==> config.mk <==
export PLATFORM = sky130hd
export DESIGN_NAME = cpu_run_ctrl_flat
export DESIGN_NICKNAME = d
export VERILOG_FILES = /design/src/rtl/cpu_run_ctrl_if.sv /design/src/rtl/cpu_run_ctrl.sv /design/src/flat_wrapper.sv
export SDC_FILE = /design/constraint.sdc
export NUM_CORES = 1
export LEC_CHECK = 0
export BUFFER_PORTS_ARGS = -buffer_cell sky130_fd_sc_hd__buf_4
export CAP_MARGIN = 20
export CORE_ASPECT_RATIO = 0.75
export CORE_UTILIZATION = 41
export DETAILED_ROUTE_END_ITERATION = 12
export PLACE_DENSITY = 0.72
export SLEW_MARGIN = 15
export SYNTH_ARGS = -nofsm -noshare
export SYNTH_HDL_FRONTEND = slang
export SYNTH_SLANG_ARGS = --single-unit
export TNS_END_PERCENT = 10
==> constraint.sdc <==
create_clock -name clk -period 2 [get_ports clk]
set_clock_uncertainty 0.05 [all_clocks]
set_input_delay 0.1 -clock clk [delete_from_list [all_inputs] [get_ports clk]]
set_output_delay 0.1 -clock clk [all_outputs]
set_load 0.01 [all_outputs]
==> src/rtl/cpu_run_ctrl_if.sv <==
// Signal bundle between the debug front panel / pipeline and the run controller.
// CNT_W must match the controller's CNT_W so adv_count widths line up.
interface cpu_run_ctrl_if #(
  parameter int CNT_W = 16
);
  logic             debug_en;
  logic             step_btn;
  logic             irq_btn;
  logic             brk_en;
  logic [31:0]      brk_addr;
  logic [31:0]      if_pc;
  logic             if_valid;
  logic             irq_ack;
  logic             cpu_en;
  logic             halted;
  logic             brk_hit;
  logic             irq_req;
  logic [CNT_W-1:0] adv_count;

  modport master (
    output debug_en, step_btn, irq_btn, brk_en, brk_addr, if_pc, if_valid, irq_ack,
    input  cpu_en, halted, brk_hit, irq_req, adv_count
  );

  modport slave (
    input  debug_en, step_btn, irq_btn, brk_en, brk_addr, if_pc, if_valid, irq_ack,
    output cpu_en, halted, brk_hit, irq_req, adv_count
  );
endinterface

==> src/rtl/cpu_run_ctrl.sv <==
// Run/step/breakpoint controller: generates the pipeline-wide advance enable
// and turns the interrupt button into a held request toward CP0.
module cpu_run_ctrl #(
  parameter int STEP_CYCLES = 1,
  parameter int CNT_W       = 16
) (
  input  logic clk,
  input  logic rst,
  cpu_run_ctrl_if.slave bus
);

  typedef enum logic [1:0] {S_RUN, S_HALT, S_STEP, S_BRK} state_t;

  localparam logic [7:0] STEP_LOAD = 8'(STEP_CYCLES - 1);

  state_t           state_q, state_d;
  logic [7:0]       cnt_q, cnt_d;
  logic             skip_q, skip_d;
  logic             step_q, irq_q;
  logic             halted_q, brk_hit_q, irq_req_q;
  logic [CNT_W-1:0] adv_q;

  logic step_rise, irq_rise, match, cpu_en;

  assign step_rise = bus.step_btn & ~step_q;
  assign irq_rise  = bus.irq_btn & ~irq_q;

  // Byte offset bits of the PCs take no part in the compare.
  assign match = bus.brk_en & bus.debug_en & bus.if_valid & ~skip_q &
                 (bus.if_pc[31:2] == bus.brk_addr[31:2]);

  logic unused_pc_lsbs;
  assign unused_pc_lsbs = ^{bus.if_pc[1:0], bus.brk_addr[1:0]};

  assign cpu_en = ((state_q == S_RUN) & ~match) | (state_q == S_STEP);

  always_comb begin
    state_d = state_q;
    cnt_d   = cnt_q;
    // skip survives until the breakpointed instruction has advanced once
    skip_d  = skip_q & ~cpu_en;
    case (state_q)
      S_RUN: begin
        if (match)             state_d = S_BRK;
        else if (bus.debug_en) state_d = S_HALT;
      end
      S_HALT: begin
        if (!bus.debug_en) state_d = S_RUN;
        else if (step_rise) begin
          state_d = S_STEP;
          cnt_d   = STEP_LOAD;
        end
      end
      S_STEP: begin
        if (cnt_q == 8'd0) state_d = bus.debug_en ? S_HALT : S_RUN;
        else               cnt_d   = cnt_q - 8'd1;
      end
      S_BRK: begin
        if (!bus.debug_en) begin
          state_d = S_RUN;
          skip_d  = 1'b1;
        end else if (step_rise) begin
          state_d = S_STEP;
          skip_d  = 1'b1;
          cnt_d   = STEP_LOAD;
        end
      end
      default: state_d = S_RUN;
    endcase
  end

  always_ff @(posedge clk) begin
    if (rst) begin
      state_q   <= S_RUN;
      cnt_q     <= 8'd0;
      skip_q    <= 1'b0;
      step_q    <= 1'b1;
      irq_q     <= 1'b1;
      halted_q  <= 1'b0;
      brk_hit_q <= 1'b0;
      irq_req_q <= 1'b0;
      adv_q     <= '0;
    end else begin
      state_q   <= state_d;
      cnt_q     <= cnt_d;
      skip_q    <= skip_d;
      step_q    <= bus.step_btn;
      irq_q     <= bus.irq_btn;
      halted_q  <= (state_q == S_HALT) | (state_q == S_BRK);
      brk_hit_q <= (state_q == S_BRK);
      // a fresh request outranks a coincident acknowledge
      if (irq_rise)         irq_req_q <= 1'b1;
      else if (bus.irq_ack) irq_req_q <= 1'b0;
      if (cpu_en) adv_q <= adv_q + CNT_W'(1);
    end
  end

  assign bus.cpu_en    = cpu_en;
  assign bus.halted    = halted_q;
  assign bus.brk_hit   = brk_hit_q;
  assign bus.irq_req   = irq_req_q;
  assign bus.adv_count = adv_q;

endmodule
==> src/flat_wrapper.sv <==
// flat-port wrapper written by rule: the top's interface ports become plain ports
module cpu_run_ctrl_flat 
#(
  parameter int STEP_CYCLES = 1,
  parameter int CNT_W       = 16
)
  (clk, rst, bus_debug_en, bus_step_btn, bus_irq_btn, bus_brk_en, bus_brk_addr, bus_if_pc, bus_if_valid, bus_irq_ack, bus_cpu_en, bus_halted, bus_brk_hit, bus_irq_req, bus_adv_count);
  cpu_run_ctrl_if #(.CNT_W(CNT_W)) bus_i ();
  input  logic clk;
  input  logic rst;
  input wire logic [$bits(bus_i.debug_en)-1:0] bus_debug_en;
  input wire logic [$bits(bus_i.step_btn)-1:0] bus_step_btn;
  input wire logic [$bits(bus_i.irq_btn)-1:0] bus_irq_btn;
  input wire logic [$bits(bus_i.brk_en)-1:0] bus_brk_en;
  input wire logic [$bits(bus_i.brk_addr)-1:0] bus_brk_addr;
  input wire logic [$bits(bus_i.if_pc)-1:0] bus_if_pc;
  input wire logic [$bits(bus_i.if_valid)-1:0] bus_if_valid;
  input wire logic [$bits(bus_i.irq_ack)-1:0] bus_irq_ack;
  output wire logic [$bits(bus_i.cpu_en)-1:0] bus_cpu_en;
  output wire logic [$bits(bus_i.halted)-1:0] bus_halted;
  output wire logic [$bits(bus_i.brk_hit)-1:0] bus_brk_hit;
  output wire logic [$bits(bus_i.irq_req)-1:0] bus_irq_req;
  output wire logic [$bits(bus_i.adv_count)-1:0] bus_adv_count;
  assign bus_i.debug_en = bus_debug_en;
  assign bus_i.step_btn = bus_step_btn;
  assign bus_i.irq_btn = bus_irq_btn;
  assign bus_i.brk_en = bus_brk_en;
  assign bus_i.brk_addr = bus_brk_addr;
  assign bus_i.if_pc = bus_if_pc;
  assign bus_i.if_valid = bus_if_valid;
  assign bus_i.irq_ack = bus_irq_ack;
  assign bus_cpu_en = bus_i.cpu_en;
  assign bus_halted = bus_i.halted;
  assign bus_brk_hit = bus_i.brk_hit;
  assign bus_irq_req = bus_i.irq_req;
  assign bus_adv_count = bus_i.adv_count;
  cpu_run_ctrl #(.STEP_CYCLES(STEP_CYCLES), .CNT_W(CNT_W)) u_core (.clk(clk), .rst(rst), .bus(bus_i));
endmodule
==> impl_results.md <==
- Register area share after synthesis: 0.3514
- Final Cell Area: 2830 um^2
- Area growth syn-to-layout: 55.25%
- Effective utilization at floorplan: 0.4389
- Clk sink count: 32
- Setup bufs post-CTS: 0
- Rows: 20
- Per-cell routed wire length: 12.55 um
- Ports: 92
- Syn Area/Cell: 8.559 um^2
- Cell taking the most area after synthesis: dfxtp_1
- CTS tree: built
- Commonest cells in the synthesized netlist: xor2_1, dfxtp_1, nor2_1, a21oi_1, nor3_1
- Cell Area, Synth: 1823 um^2
- Layout net count: 399
- CTS Root Buffer Type: clkbuf_8
- Period utilization: 0.9630
- Final non-filler cell total: 380
- Max reg flops: 16
- Top cell type's share of synthesized area: 0.3514
- Cell Pwr Density: 566.7 nW/um^2
- Endpoints failing hold: 0
- DRT iter0 DRCs: 65
- Number of vias per cell: 4.963
- Post-Route WL: 4770 um
- Setup Crit Path Kind: reg2reg
- Placed cells: 370
- Yosys Warn Count: 0
- Total Routing Usage GR: 0.2038
- Max_cap viols: 0
- DRC Markers: 0
- Count leader, synth: xor2_1
- Clk_lat worst skew: 0.29 ns
- Synth cell types: 34
- Hold Path Class: in2reg
- EDFF count, synth: 0
- Antenna violations before repair: 0
- RSZ-0062 raised after global routing: true
- Max-slew headroom: 0.7873
- Fmax: 519.2 MHz
- Status: completed
- Syn nets: 288
- H-tree depth reported by CTS: 2
- Worst Max-Slew Pin Slew: 0.3161 ns
- LEAKAGE: 1.245 nW
- Port bufs: 87
- Largest net degree at the start of global routing: 33
- Die W: 79.00 um
- Gpl congestion: 0.7211
- Worst-path fanout max: 3
- Worst Setup End Kind: flop
- Synth area leaders: dfxtp_1, xor2_1, a21oi_1
- First-pass GRT wire length: 7348 um
- Startpoint types: flop
- Worst Path Required: 2.14 ns
- Core box area: 4154 um^2
- TritonRoute pass-1 iters: 4
- Synthesized flop and latch total: 32
- Placed instance area: 2681 um^2
- Hold WS: 0.02347 ns
- Via count: 1886
- IR Drop Worst-Case VDD: 0.3689 mV
- CP arrival: 2.06 ns
- Ant diodes: 0
- Clk slew on worst S/H paths: 0.07 ns
- Dpl hpwl: 3698 um
- Die area: 4720 um^2
- Min Tclk post-route: 1.926 ns
- Die H: 59.75 um
- Clock Tree Buf Depth: 2
- CTS buffer count: 5
- Asr flop ratio synth: 0
- Overall Power: 1.604 mW
- Post-Syn Instances: 213
- Share of cells above drive strength 1: 0.4062
- Fill cell count: 369
- Routed Antenna Nets: 0
- Synth Flop Type: dfxtp_1
- Final setup viols: 0
- Global route total overflow: 0
- Final Slew Violations: 0
- Vias in the first global route: 1642
==> power breakdown <==
group	total [mW]	internal [mW]	switching, mW	leakage [nW]
registers	0.671	0.658	0.0135	0.260
clock network	0.628	0.369	0.259	0.0541
logic	0.305	0.181	0.124	0.931
==> area by class of cell <==
class | count | area [um^2] | area share
multi-input combinational | 167 | 1145 | 0.4045
timing repair buffer | 111 | 838.3 | 0.2962
sequential | 32 | 640.6 | 0.2263
clock buffer | 5 | 68.82 | 0.02431
tap | 55 | 68.82 | 0.02431
clock inverter | 3 | 42.54 | 0.01503
inverter | 7 | 26.28 | 0.009284
==> stage by stage <==
stage	worst slack, ns	setup TNS (ns)	utilization
global route	-0.01729	-0.02866	0.6813
global placement	0.07361	0	0.6455
floorplan	0.04504	0	-
detailed placement	0.08171	0	0.6455
CTS	0.01275	0	0.6771
finish	0.07393	0	0.6813
==> layer usage <==
| layer | up-vias | part of all wire | GRT usage |
|---|---|---|---|
| met5 | - | 0 | 0 |
| met4 | 0 | 0.0088 | 0.06234 |
| met3 | 5 | 0.050 | 0.05344 |
| met2 | 46 | 0.48 | 0.3362 |
| met1 | 863 | 0.46 | 0.2630 |
| li1 | 972 | - | - |
==> worst max-delay path, stage by stage, from the launching register on <==
cell and delay [ns]:
dfxtp_1 0.32, or4_4 0.55, o311a_4 0.32, o211a_1 0.25
and2b_1 0.17, xnor2_1 0.12, nor2_1 0.05
==> cells by family after synthesis <==
kind of cell / after synthesis / share of synthesized area
buffers and inverters: 14 / 0.03020
AND/OR/NAND/NOR: 90 / 0.2725
XOR/XNOR: 36 / 0.1730
multiplexers: 5 / 0.03088
adder cells (fa/ha/maj): 3 / 0.02059
AO/OA/AOI/OAI: 33 / 0.1215
flip-flops: 32 / 0.3514
==> repair_timing <==
item / in CTS / in global routing
hold endpoints to repair: 2 / 0
hold buffers: 2 / 0
setup endpoints to repair: 0 / 13
gates resized for setup: 0 / 3
==> cells in the final DEF (no fill, tap or decap), types with 2 or more instances in the layout <==
cell type      synthesis  routed
buf_4                  0     109
xor2_1                33      33
dfxtp_1               32      32
nor2_1                19      19
a21oi_1               15      15
nor3_1                11      10
nand2_1               10      10
nor2b_1                8       8
nor4_1                 8       7
inv_1                  7       7
o31ai_1                7       7
or4_1                  7       7
o21ai_0                6       6
nand2b_1               5       5
mux2_2                 5       5
clkbuf_8               0       5
nand4_1                4       4
or2_2                  4       4
nand3_1                3       3
or3_1                  3       3
xnor2_1                3       3
ha_1                   3       3
nand4b_1               2       2
dlygate4sd3_1          0       2
==> worst paths after layout <==
check	from	endpoint	slack, ns	cells after the start
max reg2reg	u_core.cnt_q[2]	u_core.cnt_q[3]	0.07	6
max	u_core.cnt_q[2]	u_core.cnt_q[3]	0.07	6
min reg2reg	u_core.bus.irq_req	u_core.bus.irq_req	0.43	2
min	bus_irq_ack	u_core.bus.irq_req	0.02	3
(Power assumes the default switching activity.)
